===== config.mk =====
export PLATFORM = sky130hd
export DESIGN_NAME = uart_rx_frame_check_flat
export DESIGN_NICKNAME = d
export VERILOG_FILES = /design/src/rtl/uart_rx_frame_check_pkg.sv /design/src/rtl/uart_rx_frame_check_if.sv /design/src/rtl/uart_rx_deser.sv /design/src/rtl/uart_rx_frame_check.sv /design/src/flat_wrapper.sv
export SDC_FILE = /design/constraint.sdc
export NUM_CORES = 1
export LEC_CHECK = 0
export BUFFER_PORTS_ARGS = -buffer_cell sky130_fd_sc_hd__buf_2
export CAP_MARGIN = 40
export CORE_AREA = 2 2 61 63
export CTS_CLUSTER_DIAMETER = 80
export CTS_CLUSTER_SIZE = 12
export DETAILED_ROUTE_END_ITERATION = 8
export DIE_AREA = 0 0 63 65
export GPL_TIMING_DRIVEN = 0
export HOLD_SLACK_MARGIN = 0.05
export PLACE_DENSITY_LB_ADDON = 0.25
export RECOVER_POWER = 100
export REMOVE_ABC_BUFFERS = 1
export SYNTH_ARGS = -nofsm -noshare
export SYNTH_HDL_FRONTEND = slang
export SYNTH_HIERARCHICAL = 1
export SYNTH_SLANG_ARGS = --single-unit
export TNS_END_PERCENT = 20

===== constraint.sdc =====
create_clock -name CLK -period 2.36 [get_ports CLK]
set_input_delay 0 -clock CLK [delete_from_list [all_inputs] [get_ports CLK]]
set_output_delay 0 -clock CLK [all_outputs]
set_load 0.005 [all_outputs]

===== src/rtl/uart_rx_frame_check_pkg.sv =====
// Shared UART definitions: parity-type encoding (common with the TX parity
// generator), receive FSM states and the default word width.
package uart_rx_frame_check_pkg;

   localparam int unsigned DEFAULT_DATA_WIDTH = 16;

   localparam logic PAR_EVEN = 1'b1;
   localparam logic PAR_ODD  = 1'b0;

   typedef enum logic [1:0] {
      IDLE,
      DATA,
      PARITY,
      STOP
   } rx_state_t;

endpackage


===== src/rtl/uart_rx_frame_check_if.sv =====
// Sampler-side bit stream, frame config and the parallel result bus of the
// RX frame checker. master = sampler/controller side, slave = checker.
interface uart_rx_frame_check_if
   import uart_rx_frame_check_pkg::*;
#(
   parameter int unsigned DATA_WIDTH = DEFAULT_DATA_WIDTH
);
   logic                  sampled_bit;
   logic                  bit_strobe;
   logic                  PAR_EN;
   logic                  PAR_TYP;
   logic [DATA_WIDTH-1:0] P_DATA;
   logic                  data_valid;
   logic                  par_err;
   logic                  stp_err;
   logic                  busy;

   modport master (
      output sampled_bit, bit_strobe, PAR_EN, PAR_TYP,
      input  P_DATA, data_valid, par_err, stp_err, busy
   );

   modport slave (
      input  sampled_bit, bit_strobe, PAR_EN, PAR_TYP,
      output P_DATA, data_valid, par_err, stp_err, busy
   );
endinterface


===== src/rtl/uart_rx_deser.sv =====
// Data-bit deserializer: LSB-first shift register, bit counter and running
// parity, all sequenced by clear/shift enables from the frame FSM.
module uart_rx_deser #(
   parameter int unsigned DATA_WIDTH = 16,
   parameter int unsigned CNT_WIDTH  = $clog2(DATA_WIDTH + 1)
) (
   input  logic                  CLK,
   input  logic                  RST,
   input  logic                  clear,
   input  logic                  shift,
   input  logic                  bit_in,
   output logic [DATA_WIDTH-1:0] shreg,
   output logic [CNT_WIDTH-1:0]  count,
   output logic                  parity
);

   always_ff @(posedge CLK or negedge RST) begin
      if (!RST) begin
         shreg  <= '0;
         count  <= '0;
         parity <= 1'b0;
      end else if (clear) begin
         shreg  <= '0;
         count  <= '0;
         parity <= 1'b0;
      end else if (shift) begin
         // shifting in at the MSB end leaves the first bit in shreg[0]
         shreg  <= {bit_in, shreg[DATA_WIDTH-1:1]};
         count  <= count + 1'b1;
         parity <= parity ^ bit_in;
      end
   end

endmodule


===== src/rtl/uart_rx_frame_check.sv =====
// UART receive frame checker: start/data/parity/stop sequencing, parity and
// stop checking, and registered result pulses towards the RX FIFO side.
module uart_rx_frame_check
   import uart_rx_frame_check_pkg::*;
#(
   parameter int unsigned DATA_WIDTH = DEFAULT_DATA_WIDTH
) (
   input  logic                   CLK,
   input  logic                   RST,
   uart_rx_frame_check_if.slave   bus
);

   localparam int unsigned CNT_WIDTH = $clog2(DATA_WIDTH + 1);
   localparam logic [CNT_WIDTH-1:0] LAST_BIT = CNT_WIDTH'(DATA_WIDTH - 1);

   rx_state_t             state_q, state_d;
   logic                  par_en_q, par_typ_q;
   logic                  par_bad_q, par_bad_d;
   logic                  clear, shift, latch_cfg;
   logic                  load, pe_set, se_set;
   logic [DATA_WIDTH-1:0] shreg;
   logic [CNT_WIDTH-1:0]  count;
   logic                  parity;

   uart_rx_deser #(
      .DATA_WIDTH (DATA_WIDTH),
      .CNT_WIDTH  (CNT_WIDTH)
   ) u_deser (
      .CLK    (CLK),
      .RST    (RST),
      .clear  (clear),
      .shift  (shift),
      .bit_in (bus.sampled_bit),
      .shreg  (shreg),
      .count  (count),
      .parity (parity)
   );

   always_comb begin
      state_d   = state_q;
      par_bad_d = par_bad_q;
      clear     = 1'b0;
      shift     = 1'b0;
      latch_cfg = 1'b0;
      load      = 1'b0;
      pe_set    = 1'b0;
      se_set    = 1'b0;
      if (bus.bit_strobe) begin
         unique case (state_q)
            IDLE: if (!bus.sampled_bit) begin
               clear     = 1'b1;
               latch_cfg = 1'b1;
               par_bad_d = 1'b0;
               state_d   = DATA;
            end
            DATA: begin
               shift = 1'b1;
               if (count == LAST_BIT)
                  state_d = par_en_q ? PARITY : STOP;
            end
            PARITY: begin
               // expected bit is data XOR for even, its inverse for odd
               par_bad_d = bus.sampled_bit ^ (parity ^ (par_typ_q == PAR_ODD));
               state_d   = STOP;
            end
            STOP: begin
               se_set  = !bus.sampled_bit;
               pe_set  = par_bad_q;
               load    = bus.sampled_bit && !par_bad_q;
               state_d = IDLE;
            end
            default: state_d = IDLE;
         endcase
      end
   end

   always_ff @(posedge CLK or negedge RST) begin
      if (!RST) begin
         state_q        <= IDLE;
         par_en_q       <= 1'b0;
         par_typ_q      <= 1'b0;
         par_bad_q      <= 1'b0;
         bus.P_DATA     <= '0;
         bus.data_valid <= 1'b0;
         bus.par_err    <= 1'b0;
         bus.stp_err    <= 1'b0;
         bus.busy       <= 1'b0;
      end else begin
         state_q        <= state_d;
         par_bad_q      <= par_bad_d;
         if (latch_cfg) begin
            par_en_q  <= bus.PAR_EN;
            par_typ_q <= bus.PAR_TYP;
         end
         if (load)
            bus.P_DATA <= shreg;
         bus.data_valid <= load;
         bus.par_err    <= pe_set;
         bus.stp_err    <= se_set;
         bus.busy       <= (state_d != IDLE);
      end
   end

endmodule


===== src/flat_wrapper.sv =====
// flat-port wrapper written by rule: the top's interface ports become plain ports
module uart_rx_frame_check_flat import uart_rx_frame_check_pkg::*;
#(
   parameter int unsigned DATA_WIDTH = DEFAULT_DATA_WIDTH
)
  (CLK, RST, bus_sampled_bit, bus_bit_strobe, bus_PAR_EN, bus_PAR_TYP, bus_P_DATA, bus_data_valid, bus_par_err, bus_stp_err, bus_busy);
  uart_rx_frame_check_if #(.DATA_WIDTH(DATA_WIDTH)) bus_i ();
  input  logic CLK;
  input  logic RST;
  input wire logic [$bits(bus_i.sampled_bit)-1:0] bus_sampled_bit;
  input wire logic [$bits(bus_i.bit_strobe)-1:0] bus_bit_strobe;
  input wire logic [$bits(bus_i.PAR_EN)-1:0] bus_PAR_EN;
  input wire logic [$bits(bus_i.PAR_TYP)-1:0] bus_PAR_TYP;
  output wire logic [$bits(bus_i.P_DATA)-1:0] bus_P_DATA;
  output wire logic [$bits(bus_i.data_valid)-1:0] bus_data_valid;
  output wire logic [$bits(bus_i.par_err)-1:0] bus_par_err;
  output wire logic [$bits(bus_i.stp_err)-1:0] bus_stp_err;
  output wire logic [$bits(bus_i.busy)-1:0] bus_busy;
  assign bus_i.sampled_bit = bus_sampled_bit;
  assign bus_i.bit_strobe = bus_bit_strobe;
  assign bus_i.PAR_EN = bus_PAR_EN;
  assign bus_i.PAR_TYP = bus_PAR_TYP;
  assign bus_P_DATA = bus_i.P_DATA;
  assign bus_data_valid = bus_i.data_valid;
  assign bus_par_err = bus_i.par_err;
  assign bus_stp_err = bus_i.stp_err;
  assign bus_busy = bus_i.busy;
  uart_rx_frame_check #(.DATA_WIDTH(DATA_WIDTH)) u_core (.CLK(CLK), .RST(RST), .bus(bus_i));
endmodule

==> impl_metrics.tcl <==
set metrics [dict create \
    arrival_ns 2.32 \
    cts_num_sinks 47 \
    synth_cells 148 \
    status "complete, but fails checks" \
    final_cells 233 \
    worst_pin_slew_ns 1.67 \
    hold_viol 0 \
    yosys_warnings 6 \
    areaGrowthSynthToFinish_pct 13.7 \
    row_count 22 \
    synthFlopType "dfrtp_1" \
    ys_seq_area_share_pct 59.2 \
    final.period_utilization_pct 87.4 \
    cts_setup_buffers 0 \
    fin_nets 191 \
    maxSlewViolCount 40 \
    ios 26 \
    slew-limit-headroom_pct -11.2 \
    final_antenna_net_count 0 \
    path_clk_slew_ns 0.12 \
    finalWirelength_um 3330 \
    dp_hpwl_um 2260 \
    fin_crit_ns 2.06 \
    place_inst 219 \
    ctsHoldBuffers 6 \
    max-vdd-ir-drop_v 0.000595 \
    ys_types 30 \
    power.leakage_nw 1.15 \
    nFillCells 296 \
    cts_buffers 5 \
    h-tree-depth 2 \
    setup.worst_path.start_class "register" \
    final_common_cell "dfrtp_1" \
    cpPeakStageDelay_ns 0.83 \
    async_flop_share_pct 100 \
    tritoncts "done" \
    drc 0 \
    grt_pass1_wl_um 5800 \
    crit_type "register to register" \
    skew_ns 0.0114 \
    cts-root-buf "clkbuf_4" \
    final_cell_area_um2 2260 \
    max_clock_freq_mhz 485 \
    grt-ovfl-total 0 \
    slowest_stage "nor3_1" \
    yosys.area.top_type_share_pct 59.2 \
    antenna_found_initial 0 \
    grt_max_degree 40 \
    core-area_um2 3500 \
    rsz0062_at_grt "no" \
    drt_pass1_iterations 4 \
    die_x_um 63 \
    ctsResizeCount 0 \
    clk-insertion-delay-late_ns 0.35 \
    final_layout_size_suffix_gt1_share_pct 24.9 \
    dpl_cell_area_um2 2190 \
    initial_core_util_pct 56.9 \
    via_count 1229 \
    synth_area_leaders "dfrtp_1, mux2i_1, mux2_4" \
    synth-seq-cells 47 \
    yosysTopAreaCell "dfrtp_1" \
    syn_avg_cell_area_um2 13.4 \
    track_usage_pct 18.4 \
    critPathCaptureType "register" \
    gp_congestion 0.724 \
    crit_required_ns 2.61 \
    whs_ns 0.405 \
    routedWlPerCell_um 14.3 \
    setup_tns_ns 0 \
    crit_chain "nor3_1 -> buf_4 -> mux2_2" \
    setup_viol 0 \
    clock_path_buffers 2 \
    die_h_um 65 \
    fin_total_pwr_mw 2.51 \
    synth_edf_count 0 \
    grt_pass1_vias 1233 \
    min_path_type "input pin to register" \
    violations "max-capacitance violations, max-slew violations" \
    maxCapViolCount 1 \
    dieArea_um2 4100 \
    power_density_nw_per_um2 1110 \
    syn_area_um2 1990 \
    post_drt_via_cell_ratio 5.27 \
    drt-initial-drc-count 56 \
    io_buffers 25 \
    diodes 0 \
    layout_common_cells "dfrtp_1, nor2_1, buf_2, mux2i_1, mux2_1" \
    cp_max_fo 9 \
]
-- cells by family (layout without fill, tap and decap cells) --
kind of cell / after synthesis / after routing / synth area share [%]
AND/OR/NAND/NOR: 45 / 45 / 11.2
AO/OA/AOI/OAI: 8 / 8 / 2.96
multiplexers: 37 / 37 / 21.6
XOR/XNOR: 3 / 3 / 1.32
adder cells (fa/ha/maj): 1 / 1 / 0.629
flip-flops: 47 / 47 / 59.2
buffers and inverters: 7 / 44 / 3.15
-- critical path: cells and delay by family (launching register included) --
family                 cells  cell delay (ns)
AND/OR/NAND/NOR            1             0.83
multiplexers               1             0.33
flip-flops                 1             0.50
buffers and inverters      1             0.30
-- per-layer routing --
layer | wire (µm) | global-route usage [%] | up-vias
met5 | 0 | 0 | -
met4 | 76 | 8.06 | 0
met3 | 184 | 6.25 | 9
met2 | 1560 | 28.2 | 36
met1 | 1510 | 24.0 | 600
li1 | - | - | 584
-- stage by stage --
stage / setup slack (ns) / util, %
6_report: 0.298 / 64.6
5_1_grt: 0.147 / 64.6
4_1_cts: 0.385 / 66.2
2_1_floorplan: -0.132 / -
3_5_place_dp: 0.412 / 62.6
3_3_place_gp: -0.748 / 60.4
-- power by group --
group	internal [mW]	total, mW	switching, mW
registers	1.11	1.34	0.229
clock network	0.176	0.410	0.234
logic	0.412	0.763	0.352
total	1.70	2.51	0.815
-- final timing paths --
check	from	endpoint	slack (ns)	depth (start not counted)
max	u_core/state_q[1]	u_core/par_typ_q	0.30	3
min	bus_PAR_EN	u_core/par_en_q	0.40	3
max reg2reg	u_core/state_q[1]	u_core/par_typ_q	0.30	3
min reg2reg	u_core/bus.P_DATA[10]	u_core/bus.P_DATA[10]	0.50	1
max in group asynchronous	RST	u_core/bus.P_DATA[10]	0.60	3
min in group asynchronous	RST	u_core/state_q[0]	0.61	3
-- cell usage after synthesis (2+ instances only) --
| cell type | n |
|---|---|
| xnor2_1 | 2 |
| nand2_1 | 4 |
| mux2i_1 | 17 |
| nand2b_1 | 2 |
| a21oi_1 | 4 |
| dfrtp_1 | 47 |
| nor3_1 | 3 |
| mux2_4 | 9 |
| nor2_1 | 23 |
| nor2b_1 | 2 |
| buf_6 | 2 |
| clkbuf_1 | 2 |
| mux2_2 | 9 |
| mux2_1 | 2 |
| nand4_1 | 3 |
| nand3b_1 | 2 |
| a21bo_2 | 2 |
-- flip-flops by register name, indices dropped and copies added (netlist names) --
register	cells
u_core/u_deser/shreg	16
u_core/bus.par_err	1
u_core/par_typ_q	1
u_core/bus.stp_err	1
u_core/par_en_q	1
u_core/u_deser/parity	1
u_core/bus.data_valid	1
u_core/par_bad_q	1
u_core/u_deser/count	5
u_core/bus.P_DATA	16
u_core/bus.busy	1
u_core/state_q	2
-- cell type report --
type	instances	area [µm²]	area share (%)
flip-flops and latches	47	1180	52.0
clock buffers	8	68.8	3.05
multi-input cells	94	713	31.6
repair buffers	36	241	10.7
well taps	48	60.1	2.66
Power figures use the tool's default switching activity.
